<file path="config.mk">
export PLATFORM = sky130hd
export DESIGN_NAME = sound_player_flat
export DESIGN_NICKNAME = d
export VERILOG_FILES = /design/src/rtl/sound_player_if.sv /design/src/rtl/sound_player.sv /design/src/flat_wrapper.sv
export SDC_FILE = /design/constraint.sdc
export NUM_CORES = 1
export LEC_CHECK = 0
export ABC_AREA = 1
export CAP_MARGIN = 10
export CORE_ASPECT_RATIO = 2
export CORE_MARGIN = 1.5
export CORE_UTILIZATION = 50
export DETAILED_ROUTE_END_ITERATION = 12
export GPL_TIMING_DRIVEN = 0
export PLACE_DENSITY = 0.67
export SLEW_MARGIN = 20
export SYNTH_ARGS = -nofsm -noshare
export SYNTH_HDL_FRONTEND = slang
export SYNTH_SLANG_ARGS = --single-unit
</file>
<file path="constraint.sdc">
create_clock -name clk -period 4.3 [get_ports clk]
set_input_delay 1.29 -clock clk [delete_from_list [all_inputs] [get_ports clk]]
set_output_delay 1.29 -clock clk [all_outputs]
set_load 0.01 [all_outputs]
</file>
<file path="src/rtl/sound_player_if.sv">
// Sound request / speaker status bundle between the motion logic and
// the tone sequencer.
interface sound_player_if;
    logic [1:0] code_sound;
    logic       mute;
    logic       audio;
    logic       busy;

    modport master (
        output code_sound,
        output mute,
        input  audio,
        input  busy
    );

    modport slave (
        input  code_sound,
        input  mute,
        output audio,
        output busy
    );
endinterface

</file>
<file path="src/rtl/sound_player.sv">
// Tone sequencer: plays ping, pong or go (pong then ping) as fixed-length
// square-wave notes; a code change retriggers, mute aborts at once.
module sound_player #(
    parameter int HALF_PING = 12500,
    parameter int HALF_PONG = 25000,
    parameter int NOTE_LEN  = 2500000
) (
    input  logic          clk,
    input  logic          clr,
    sound_player_if.slave snd_if
);
    localparam logic [1:0] IDLE  = 2'd0;
    localparam logic [1:0] NOTE1 = 2'd1;
    localparam logic [1:0] NOTE2 = 2'd2;

    localparam logic [1:0] CODE_STOP = 2'b00;
    localparam logic [1:0] CODE_PING = 2'b10;
    localparam logic [1:0] CODE_GO   = 2'b11;

    localparam logic [15:0] PING_LAST = 16'(HALF_PING - 1);
    localparam logic [15:0] PONG_LAST = 16'(HALF_PONG - 1);
    localparam logic [21:0] LEN_LAST  = 22'(NOTE_LEN - 1);

    logic [1:0]  code_prev_q, code_prev_d;
    logic [1:0]  snd_q, snd_d;
    logic [1:0]  state_q, state_d;
    logic [15:0] tc_q, tc_d;
    logic [21:0] lc_q, lc_d;
    logic        audio_q, audio_d;
    logic        busy_q, busy_d;

    logic        start;
    logic [15:0] tone_last;

    // Start detection and the half-period of the note now playing.
    always_comb begin
        start = (snd_if.code_sound != code_prev_q)
             && (snd_if.code_sound != CODE_STOP);
        tone_last = PING_LAST;
        if (state_q == NOTE1 && snd_q != CODE_PING)
            tone_last = PONG_LAST;
    end

    // Next state: mute, then retrigger, then note end, then tone.
    always_comb begin
        code_prev_d = snd_if.code_sound;
        snd_d       = snd_q;
        state_d     = state_q;
        tc_d        = 16'd0;
        lc_d        = 22'd0;
        audio_d     = 1'b0;
        if (snd_if.mute) begin
            state_d = IDLE;
        end else if (start) begin
            snd_d   = snd_if.code_sound;
            state_d = NOTE1;
        end else if (state_q == IDLE) begin
            state_d = IDLE;
        end else if (lc_q == LEN_LAST) begin
            if (state_q == NOTE1 && snd_q == CODE_GO)
                state_d = NOTE2;
            else
                state_d = IDLE;
        end else begin
            lc_d = lc_q + 22'd1;
            if (tc_q == tone_last) begin
                audio_d = ~audio_q;
            end else begin
                tc_d    = tc_q + 16'd1;
                audio_d = audio_q;
            end
        end
        busy_d = (state_d != IDLE);
    end

    // State registers, cleared asynchronously by clr.
    always_ff @(posedge clk or posedge clr) begin
        if (clr) begin
            code_prev_q <= 2'b00;
            snd_q       <= 2'b00;
            state_q     <= IDLE;
            tc_q        <= 16'd0;
            lc_q        <= 22'd0;
            audio_q     <= 1'b0;
            busy_q      <= 1'b0;
        end else begin
            code_prev_q <= code_prev_d;
            snd_q       <= snd_d;
            state_q     <= state_d;
            tc_q        <= tc_d;
            lc_q        <= lc_d;
            audio_q     <= audio_d;
            busy_q      <= busy_d;
        end
    end

    assign snd_if.audio = audio_q;
    assign snd_if.busy  = busy_q;
endmodule

</file>
<file path="src/flat_wrapper.sv">
// flat-port wrapper written by rule: the top's interface ports become plain ports
module sound_player_flat 
#(
    parameter int HALF_PING = 12500,
    parameter int HALF_PONG = 25000,
    parameter int NOTE_LEN  = 2500000
)
  (clk, clr, snd_if_code_sound, snd_if_mute, snd_if_audio, snd_if_busy);
  sound_player_if snd_if_i ();
  input  logic clk;
  input  logic clr;
  input wire logic [$bits(snd_if_i.code_sound)-1:0] snd_if_code_sound;
  input wire logic [$bits(snd_if_i.mute)-1:0] snd_if_mute;
  output wire logic [$bits(snd_if_i.audio)-1:0] snd_if_audio;
  output wire logic [$bits(snd_if_i.busy)-1:0] snd_if_busy;
  assign snd_if_i.code_sound = snd_if_code_sound;
  assign snd_if_i.mute = snd_if_mute;
  assign snd_if_audio = snd_if_i.audio;
  assign snd_if_busy = snd_if_i.busy;
  sound_player #(.HALF_PING(HALF_PING), .HALF_PONG(HALF_PONG), .NOTE_LEN(NOTE_LEN)) u_core (.clk(clk), .clr(clr), .snd_if(snd_if_i));
endmodule
</file>
==> flow_summary.json, run 1 <==
{
  "slowest_delay_ns": 0.54,
  "seq_area_frac_synth": 0.439,
  "antenna_cells_inserted": 0,
  "synth_warnings": 0,
  "post_synth_num_cell_types": 21,
  "post_cts.resized_instances": 0,
  "clk_latency_ns": 0.30,
  "tritoncts_buffers": 5,
  "gr-usage-all-layers": 0.239,
  "place_inst": 419,
  "floorplan.initialDensity": 0.515,
  "placeableCoreArea_um2": 5090,
  "postSynth.asyncResetShare": 1.00,
  "timing.critical_path.required_ns": 3.01,
  "post_cts_buffers": 0,
  "ys.flop_type": "dfrtp_1",
  "post_cts_hold_buffer_count": 0,
  "grt_pass1_vias": 2267,
  "numPortBuffers": 6,
  "cp_max_fo": 3,
  "clk_pin_slew_worst_paths_ns": 0.10,
  "worst_slew_pin_slew_ns": 0.379,
  "grt_pass1_wl_mm": 10.0,
  "instances_no_fill": 427,
  "p_comb_frac": 0.054,
  "yosys-top-cells-area": "dfrtp_1 (44%), nor2_1 (12%), nand2_1 (12%)",
  "die_y_um": 105,
  "avgViaCountPerCell": 5.16,
  "placer_s_final_routability_congestion_estimate": 0.879,
  "syn_area_per_cell_um2": 7.42,
  "synthToLayoutAreaGrowth_pct": 11.2,
  "result_of_the_run": "completed",
  "utilization": 0.573,
  "pwr_cell_area_nw_per_um2": 305,
  "netlist.top_cell.by_area": "dfrtp_1",
  "chipWidth_um": 54.2,
  "post_route_cells_drive_above_1_share": 0.0705,
  "initial_antenna_violation_count": 0,
  "die_area_um2": 5720,
  "post_synth_most_frequent_cells": "nor2_1 (86), nand2_1 (81), dfrtp_1 (46)",
  "synth.top_cell.area_share": 0.439,
  "htree_levels": 2,
  "cp_num_buf_inv": 1,
  "post_synth_inst_count": 354,
  "drt_pass1_iterations": 4,
  "clockPowerShare": 0.447,
  "ant_nets": 0,
  "path_cells": "clkdlybuf4s50_1",
  "design_internal_power_uw": 704,
  "critical-path-top-delay-family": "buffers and inverters",
  "switching_power_uw": 186,
  "cp-start-kind": "register",
  "drt-initial-drc-count": 44,
  "postSynthRegisterBits": 46,
  "global_route.overflow_total": 0,
  "hold_violations": 0,
  "worst-endpoint-arrival_ns": 1.21,
  "setup_viol": 0,
  "vias": 2205,
  "place_worst_setup_slack_ns": 1.46,
  "setup-tns-final_ns": 0,
  "boundaryPins": 7,
  "hold_path.class": "register to register",
  "routed_wl_mm": 5.87,
  "synth_enable_flop_cells": 0,
  "post_synth_instance_area_um2": 2630,
  "dpl.hpwl_mm": 4.45,
  "grt_start_max_net_pins": 31,
  "total_leakage_power_nw": 1.19,
  "fmaxAchievable_mhz": 400,
  "yosysMostFrequentCell": "nor2_1",
  "period_needed_ns": 2.50,
  "switching_share": 0.209,
  "post-route-period-util": 0.581,
  "critical_path.endpoint_type": "output pin",
  "nets": 375,
  "r2r_setup_slack_ns": 2.41,
  "critPathSlowestCell": "clkdlybuf4s50_1",
  "syn-num-nets": 361,
  "placement_rows": 37,
  "avgRoutedWirePerCell_um": 13.7,
  "seqPwrFrac": 0.499,
  "deepest_clock_path_buffer_count": 2,
  "crit_type": "register to output pin",
  "cts_tree": "yes",
  "slew_violations": 0,
  "root_buffer": "clkbuf_8",
  "max_slew_margin": 0.747,
  "final_worst_setup_slack_ns": 1.80,
  "finalClockSkew_ns": 0.0121,
  "irDropWorstVdd_v": 0.000371,
  "drcViolationCount": 0,
  "clkSinkCount": 46,
  "rsz0062_at_grt": "false",
  "maxCapViolations": 0
}
## worst paths after layout
| path | end | start | cells past startpoint |
|---|---|---|---|
| max | snd_if_audio | u_core.snd_if.audio$_DFFE_PP0P_ | 1 |
| min | u_core.tc_q[0]$_DFF_PP0_ | u_core.tc_q[0]$_DFF_PP0_ | 1 |
| max reg2reg | u_core.lc_q[0]$_DFF_PP0_ | u_core.lc_q[0]$_DFF_PP0_ | 9 |
| min reg2reg | u_core.tc_q[0]$_DFF_PP0_ | u_core.tc_q[0]$_DFF_PP0_ | 1 |
| max in group asynchronous | u_core.lc_q[14]$_DFF_PP0_ | clr | 3 |
| min in group asynchronous | u_core.lc_q[19]$_DFF_PP0_ | clr | 2 |
## area by class of cell
cell class              count  area, um^2
clock buffers               6        82.6
clock inverters             2        60.1
inverters                  46         173
repair buffers              7        80.1
plain buffers               4        33.8
well taps                  58        72.6
multi-input cells         258        1270
fillers                   503        2170
flip-flops and latches     46        1150
## state kept, by name, summed over array words and instances (netlist names)
signal,count
u_core.snd_if.busy,1
u_core.code_prev_q,2
u_core.tc_q,16
u_core.lc_q,22
u_core.snd_if.audio,1
u_core.state_q,2
u_core.snd_q,2
## kinds of logic after synthesis
kind of cell / synth area share
flops: 0.439
xor+xnor: 0.0934
compound gates: 0.0153
fa+ha+maj: 0.00953
buf+inv: 0.0786
simple gates: 0.365
## routing by layer
metal,track usage,vias to the layer above,part of all wire
li1,-,1116,-
met1,0.234,1030,0.36
met2,0.436,35,0.57
met3,0.0326,24,0.016
met4,0.139,0,0.053
met5,0,-,0
## placed cells by master (no fill, tap or decap)
cell type,n
nor3_2,3
nand3_2,3
inv_1,44
nor2_1,86
inv_2,2
dfrtp_1,46
clkdlybuf4s50_1,6
xnor2_1,7
nand3b_1,2
buf_6,1
clkbuf_8,6
nand4_1,11
nor2_4,2
nand2_2,2
a21oi_1,2
o21ai_0,6
or2_2,1
buf_4,3
xor2_1,21
buf_12,1
ha_1,2
nor3_1,10
bufinv_16,2
nand3_1,19
nand2_1,81
## power by group through the flow
stage | sequential (mW) | clock, mW | combinational [mW]
after floorplan | 0.452 | 0 | 0.0312
after global placement | 0.453 | 0 | 0.0454
final | 0.444 | 0.398 | 0.0478
after global routing | 0.445 | 0.429 | 0.0552
after CTS | 0.444 | 0.406 | 0.0487
after detailed placement | 0.453 | 0 | 0.0484
## stage by stage
stage	hold slack [ns]	cell area, um^2	power, mW
CTS	0.464	2920	0.899
detailed placement	0.451	2780	0.501
floorplan	0.432	2630	0.483
global route	0.503	2920	0.929
finish	0.461	2920	0.890
global placement	0.449	2760	0.498
No activity file was read; power rests on OpenSTA's default activity.
==> run 2, diff against run 1 <==
--- a/config.mk
+++ b/config.mk
@@ -12,7 +12,7 @@
 export CORE_UTILIZATION = 50
 export DETAILED_ROUTE_END_ITERATION = 12
 export GPL_TIMING_DRIVEN = 0
-export PLACE_DENSITY = 0.67
+export PLACE_DENSITY = 0.69
 export SLEW_MARGIN = 20
 export SYNTH_ARGS = -nofsm -noshare
 export SYNTH_HDL_FRONTEND = slang
==> constraint.sdc (replaced) <==
create_clock -name clk -period 2 [get_ports clk]
set_input_delay 0.6 -clock clk [delete_from_list [all_inputs] [get_ports clk]]
set_output_delay 0.6 -clock clk [all_outputs]
set_load 0.01 [all_outputs]
==> run 2 against run 1 <==
Effect of this change:
- global-route usage is 1.1 points lower
- clock power is 46% higher
- cell count stayed put
- critical path depth is 9 higher
- wire length is 5.0% lower
- sequential power is 120% higher
- largest cell class unchanged
==> flow_summary.json, run 2 (same netlist as run 1, synthesis figures left out) <==
{
  "result_of_the_run": "completed",
  "slew_violations": 0,
  "grt_pass1_wl_mm": 9.64,
  "synthToLayoutAreaGrowth_pct": 9.34,
  "placeableCoreArea_um2": 5090,
  "total_leakage_power_nw": 1.16,
  "number_of_flip_flops_in_the_largest_register": 22,
  "die_y_um": 105,
  "clkSinkCount": 46,
  "routed_wl_mm": 5.58,
  "boundaryPins": 7,
  "layout.filler_cells": 506,
  "avgViaCountPerCell": 5.18,
  "placement_rows": 37,
  "cp_max_fo": 10,
  "slowest_delay_ns": 0.50,
  "largest_registers": "u_core.lc_q (22), u_core.tc_q (16)",
  "rsz0062_at_grt": "false",
  "period_needed_ns": 1.82,
  "worstHoldStart": "u_core.tc_q[0]$_DFF_PP0_",
  "top_library_cells_by_usage_in_the_layout_fill_and_taps_aside": "nor2_1 (86), nand2_1 (81), dfrtp_1 (45), inv_1 (44), xor2_1 (21)",
  "placer_s_final_routability_congestion_estimate": 0.888,
  "r2r_setup_slack_ns": 0.18,
  "gr-usage-all-layers": 0.228,
  "drt_pass1_iterations": 4,
  "initial_antenna_violation_count": 0,
  "irDropWorstVdd_v": 0.000589,
  "timing.critical_path.required_ns": 2.22,
  "fin_area_um2": 2870,
  "layout_commonest_cell": "nor2_1",
  "regToRegEndpoint": "u_core.lc_q[19]$_DFF_PP0_",
  "drcViolationCount": 0,
  "min_to": "u_core.tc_q[0]$_DFF_PP0_",
  "maxCapViolations": 0,
  "post_dp_area_um2": 2780,
  "hold_worst_slack_ns": 0.463,
  "grt_start_max_net_pins": 31,
  "post_cts_buffers": 0,
  "clk_latency_ns": 0.30,
  "crit_type": "input pin to register",
  "critical_path.most_common_cell": "nand2_1",
  "finalClockSkew_ns": 0.0145,
  "global_route.overflow_total": 0,
  "grt_pass1_vias": 2324,
  "critical_path.endpoint_type": "register",
  "chipWidth_um": 54.2,
  "floorplan.initialDensity": 0.515,
  "critPathSlowestCell": "clkdlybuf4s50_1",
  "numPortBuffers": 6,
  "sequential_cell_area_um2": 1150,
  "post_route_cells_drive_above_1_share": 0.0705,
  "post-route-period-util": 0.910,
  "path_cells": "clkdlybuf4s50_1, inv_1, nand2_1, nand4_1, nand2_1, nand2_1, nor2_4, inv_2, buf_4, nor2_1",
  "reg2regPathDepth": 9,
  "power_mw": 1.64,
  "hold_path.class": "register to register",
  "nets": 375,
  "tritoncts_buffers": 5,
  "cp-start-kind": "input pin",
  "post_cts_hold_buffer_count": 0,
  "setup_viol": 0,
  "ant_nets": 0,
  "multi_input_gate_area_in_the_final_layout_um2": 1270,
  "hold_violations": 0,
  "vias": 2211,
  "die_area_um2": 5720,
  "avgRoutedWirePerCell_um": 13.1,
  "worst-endpoint-arrival_ns": 2.05,
  "utilization": 0.564,
  "clk_pin_slew_worst_paths_ns": 0.09,
  "htree_levels": 2,
  "dpl.hpwl_mm": 4.44,
  "root_buffer": "clkbuf_8",
  "deepest_clock_path_buffer_count": 2,
  "max_flop_register": "u_core.lc_q",
  "max_slew_margin": 0.738,
  "setup-tns-final_ns": 0,
  "hold_depth": 1,
  "fmaxAchievable_mhz": 549,
  "worst_slew_pin_slew_ns": 0.390,
  "antenna_cells_inserted": 0,
  "pwr_cell_area_nw_per_um2": 571,
  "regToRegStartpoint": "u_core.lc_q[0]$_DFF_PP0_",
  "drt-initial-drc-count": 38,
  "cts_tree": "yes"
}
-- run 2: changes by cell type in the layout (fill, tap and decap cells not counted) --
cell	before	now
clkinv_2	0	1
bufinv_16	2	0
dfrtp_1	46	45
dfrtp_2	0	1
clkbuf_1	0	1
-- run 2: critical path: cells and delay by family --
family | cells | cell delay (ns)
buffers and inverters | 4 | 0.82
AND/OR/NAND/NOR | 6 | 0.61
-- run 2: timing repair --
| action | 4_1_cts | 5_1_grt |
|---|---|---|
| endpoints found under the setup margin | 0 | 30 |
| resized for setup | 0 | 1 |
| endpoints found under the hold margin | 0 | 0 |
-- run 2: where the power goes --
group          internal (mW)  switching (mW)  leakage (nW)
Combinational         0.0364          0.0644         0.487
Clock                  0.279           0.303        0.0482
Sequential             0.944          0.0122         0.630
Total                   1.26           0.379          1.16
-- run 2: layer usage --
metal,track usage,part of all wire
met4,0.146,0.060
met2,0.417,0.57
met3,0.0326,0.018
met5,0,0
met1,0.213,0.35
-- run 2: worst max path at each step --
stage,start,to,slack (ns),cells past startpoint
after floorplan,clr,u_core.code_prev_q[0]$_DFF_PP0_,0.31,1
after global placement,clr,u_core.tc_q[8]$_DFF_PP0_,-0.63,2
after detailed placement,snd_if_code_sound[0],u_core.tc_q[4]$_DFF_PP0_,-0.18,10
after CTS,u_core.lc_q[0]$_DFF_PP0_,u_core.lc_q[12]$_DFF_PP0_,0.09,9
after global routing,snd_if_code_sound[0],u_core.tc_q[7]$_DFF_PP0_,0.02,10
final,snd_if_code_sound[0],u_core.lc_q[19]$_DFF_PP0_,0.18,10
-- run 2: metrics by stage --
stage | instances | setup slack, ns
global placement | 418 | -0.635
detailed placement | 419 | -0.180
CTS | 427 | 0.0933
floorplan | 354 | 0.312
global route | 427 | 0.0167
finish | 427 | 0.179
-- run 2: cell type report --
class,instances,area share
flip-flops and latches,46,0.401
repair buffers,7,0.0279
inverters,46,0.0602
multi-input cells,258,0.442
plain buffers,4,0.0118
clock buffers,7,0.0301
clock inverters,1,0.00174
well taps,58,0.0253
==> run 3, diff against run 2 <==
--- a/config.mk
+++ b/config.mk
@@ -9,10 +9,10 @@
 export CAP_MARGIN = 10
 export CORE_ASPECT_RATIO = 2
 export CORE_MARGIN = 1.5
-export CORE_UTILIZATION = 50
+export CORE_UTILIZATION = 55
 export DETAILED_ROUTE_END_ITERATION = 12
 export GPL_TIMING_DRIVEN = 0
-export PLACE_DENSITY = 0.69
+export PLACE_DENSITY = 0.75
 export SLEW_MARGIN = 20
 export SYNTH_ARGS = -nofsm -noshare
 export SYNTH_HDL_FRONTEND = slang
==> constraint.sdc (replaced) <==
create_clock -name clk -period 1.6 [get_ports clk]
set_input_delay 0.48 -clock clk [delete_from_list [all_inputs] [get_ports clk]]
set_output_delay 0.48 -clock clk [all_outputs]
set_load 0.01 [all_outputs]
==> run 3 against run 2 <==
Effect of this change:
- first-iteration DRC count up 76%
- clock power rose by 52%
- global-route usage is 1.9 points higher
- combinational power increased by 51%
- worst setup slack worse by 0.12 ns
- sequential share of layout area down 2.1 points
- die area fell by 8.7%
- critical path type is now register to register
- largest power group unchanged
==> flow_summary.json, run 3 (same netlist as run 1, synthesis figures left out) <==
{
  "critical_path.most_common_cell": "nand3_2",
  "place_inst": 416,
  "grt_start_max_net_pins": 31,
  "cp_max_fo": 10,
  "place_worst_setup_slack_ns": -0.457,
  "maxCapViolations": 0,
  "min_to": "u_core.code_prev_q[0]$_DFF_PP0_",
  "die_y_um": 101,
  "placement_rows": 35,
  "die_area_um2": 5220,
  "worstHoldStart": "snd_if_code_sound[0]",
  "path_cells": "ha_4, nand3_2, nor2_2, nand3_2, nand2_2, nor2_4, nand2_4, buf_6, nor2_1",
  "htree_levels": 2,
  "reg2regPathDepth": 9,
  "worst-endpoint-arrival_ns": 1.77,
  "deepest_clock_path_buffer_count": 2,
  "routed_wl_mm": 5.88,
  "drcViolationCount": 0,
  "slew_violations": 0,
  "avgViaCountPerCell": 5.27,
  "top_library_cells_by_usage_in_the_layout_fill_and_taps_aside": "nor2_1 (79), nand2_1 (78), inv_1 (44), dfrtp_1 (42), xor2_1 (21)",
  "post_cts_hold_buffer_count": 0,
  "hold_violations": 0,
  "boundaryPins": 7,
  "max_slew_margin": 0.746,
  "vias": 2287,
  "floorplan.initialDensity": 0.571,
  "regToRegEndpoint": "u_core.tc_q[5]$_DFF_PP0_",
  "drt-initial-drc-count": 67,
  "initial_antenna_violation_count": 0,
  "timing.critical_path.required_ns": 1.82,
  "hold_depth": 1,
  "grt_pass1_vias": 2315,
  "fmaxAchievable_mhz": 649,
  "slowest_delay_ns": 0.43,
  "root_buffer": "clkbuf_8",
  "total_leakage_power_nw": 1.24,
  "placeableCoreArea_um2": 4600,
  "number_of_flip_flops_in_the_largest_register": 22,
  "numPortBuffers": 6,
  "gr-usage-all-layers": 0.246,
  "chipWidth_um": 51.9,
  "cts_tree": "yes",
  "antenna_cells_inserted": 0,
  "grt_pass1_wl_mm": 9.63,
  "period_needed_ns": 1.54,
  "regToRegStartpoint": "u_core.lc_q[0]$_DFF_PP0_",
  "nets": 386,
  "synthToLayoutAreaGrowth_pct": 15.9,
  "largest_registers": "u_core.lc_q (22), u_core.tc_q (16)",
  "crit_type": "register to register",
  "avgRoutedWirePerCell_um": 13.6,
  "clk_pin_slew_worst_paths_ns": 0.09,
  "cp-start-kind": "register",
  "r2r_setup_slack_ns": 0.06,
  "placer_s_final_routability_congestion_estimate": 0.920,
  "finalClockSkew_ns": 0.00656,
  "instances_no_fill": 434,
  "global_route.overflow_total": 0,
  "dpl.hpwl_mm": 4.27,
  "final_worst_setup_slack_ns": 0.0588,
  "worst_slew_pin_slew_ns": 0.378,
  "post-route-period-util": 0.963,
  "pwr_cell_area_nw_per_um2": 733,
  "layout.filler_cells": 409,
  "drt_pass1_iterations": 4,
  "critPathSlowestCell": "dfrtp_2",
  "clk_latency_ns": 0.29,
  "max_flop_register": "u_core.lc_q",
  "cp_num_buf_inv": 1,
  "critical_path.endpoint_type": "register",
  "ant_nets": 0,
  "setup_viol": 0,
  "post_route_cells_drive_above_1_share": 0.142,
  "hold_path.class": "input pin to register",
  "critical-path-top-delay-family": "simple AND/OR/NAND/NOR gates",
  "clkSinkCount": 46,
  "irDropWorstVdd_v": 0.000754,
  "tritoncts_buffers": 5,
  "layout_commonest_cell": "nor2_1",
  "result_of_the_run": "completed"
}
[run 3: cell types whose count changed in the layout (fill, tap and decap cells not counted), sizes merged]
cell | previous run | this run
clkbuf | 7 | 6
bufinv | 0 | 1
clkinv | 1 | 0
dlygate4sd2 | 0 | 4
clkdlybuf4s50 | 6 | 2
buf | 5 | 16
[run 3: layout make-up]
type | count | area, um^2 | area share
inverter | 46 | 175 | 0.0576
sequential | 46 | 1160 | 0.380
tap | 55 | 68.8 | 0.0226
multi-input combinational | 258 | 1330 | 0.437
timing repair buffer | 18 | 158 | 0.0518
buffer | 4 | 41.3 | 0.0136
clock buffer | 6 | 82.6 | 0.0271
clock inverter | 1 | 30.0 | 0.00987
[run 3: layer usage]
metal	GRT usage	share of wire	vias to the layer above	wire length, um
met5	0	0	-	0
met3	0.0223	0.013	22	78
met4	0.146	0.050	0	296
li1	-	-	1144	-
met1	0.232	0.36	1088	2110
met2	0.478	0.58	33	3400
[run 3: how the worst max path moves through the flow]
stage                             startpoint                              end  slack (ns)  depth (start not counted)
floorplan                                clr  u_core.code_prev_q[0]$_DFF_PP0_        0.03                          1
global placement                         clr        u_core.tc_q[12]$_DFF_PP0_       -0.88                          2
detailed placement      snd_if_code_sound[0]         u_core.tc_q[9]$_DFF_PP0_       -0.46                         10
CTS                 u_core.lc_q[0]$_DFF_PP0_         u_core.tc_q[9]$_DFF_PP0_        0.01                          9
global route        u_core.tc_q[0]$_DFF_PP0_        u_core.tc_q[14]$_DFF_PP0_       -0.04                          6
finish              u_core.lc_q[0]$_DFF_PP0_         u_core.tc_q[5]$_DFF_PP0_        0.06                          9
[run 3: per-stage QoR]
step | setup TNS (ns) | total power, mW | area, um^2 | hold WS, ns | util
finish | 0 | 2.23 | 3040 | 0.454 | 0.661
global route | -0.239 | 2.32 | 3040 | 0.461 | 0.661
CTS | 0 | 2.24 | 2950 | 0.451 | 0.642
detailed placement | -15.47 | 1.35 | 2770 | 0.464 | 0.603
global placement | -53.86 | 1.34 | 2750 | 0.444 | 0.599
floorplan | 0 | 1.30 | 2630 | 0.432 | -
[run 3: timing repair]
item | CTS | global route
cloned | 0 | 1
hold endpoints to repair | 0 | 0
gates resized for setup | 13 | 16
setup buffers | 5 | 5
pin swaps | 2 | 5
endpoints found under the setup margin | 43 | 34
[run 3: power by group]
| part | leakage (nW) | internal, mW | switching [mW] | total (mW) |
|---|---|---|---|---|
| registers | 0.625 | 1.18 | 0.0125 | 1.19 |
| logic | 0.557 | 0.0615 | 0.0914 | 0.153 |
| clock network | 0.0573 | 0.500 | 0.384 | 0.884 |
| total | 1.24 | 1.74 | 0.488 | 2.23 |
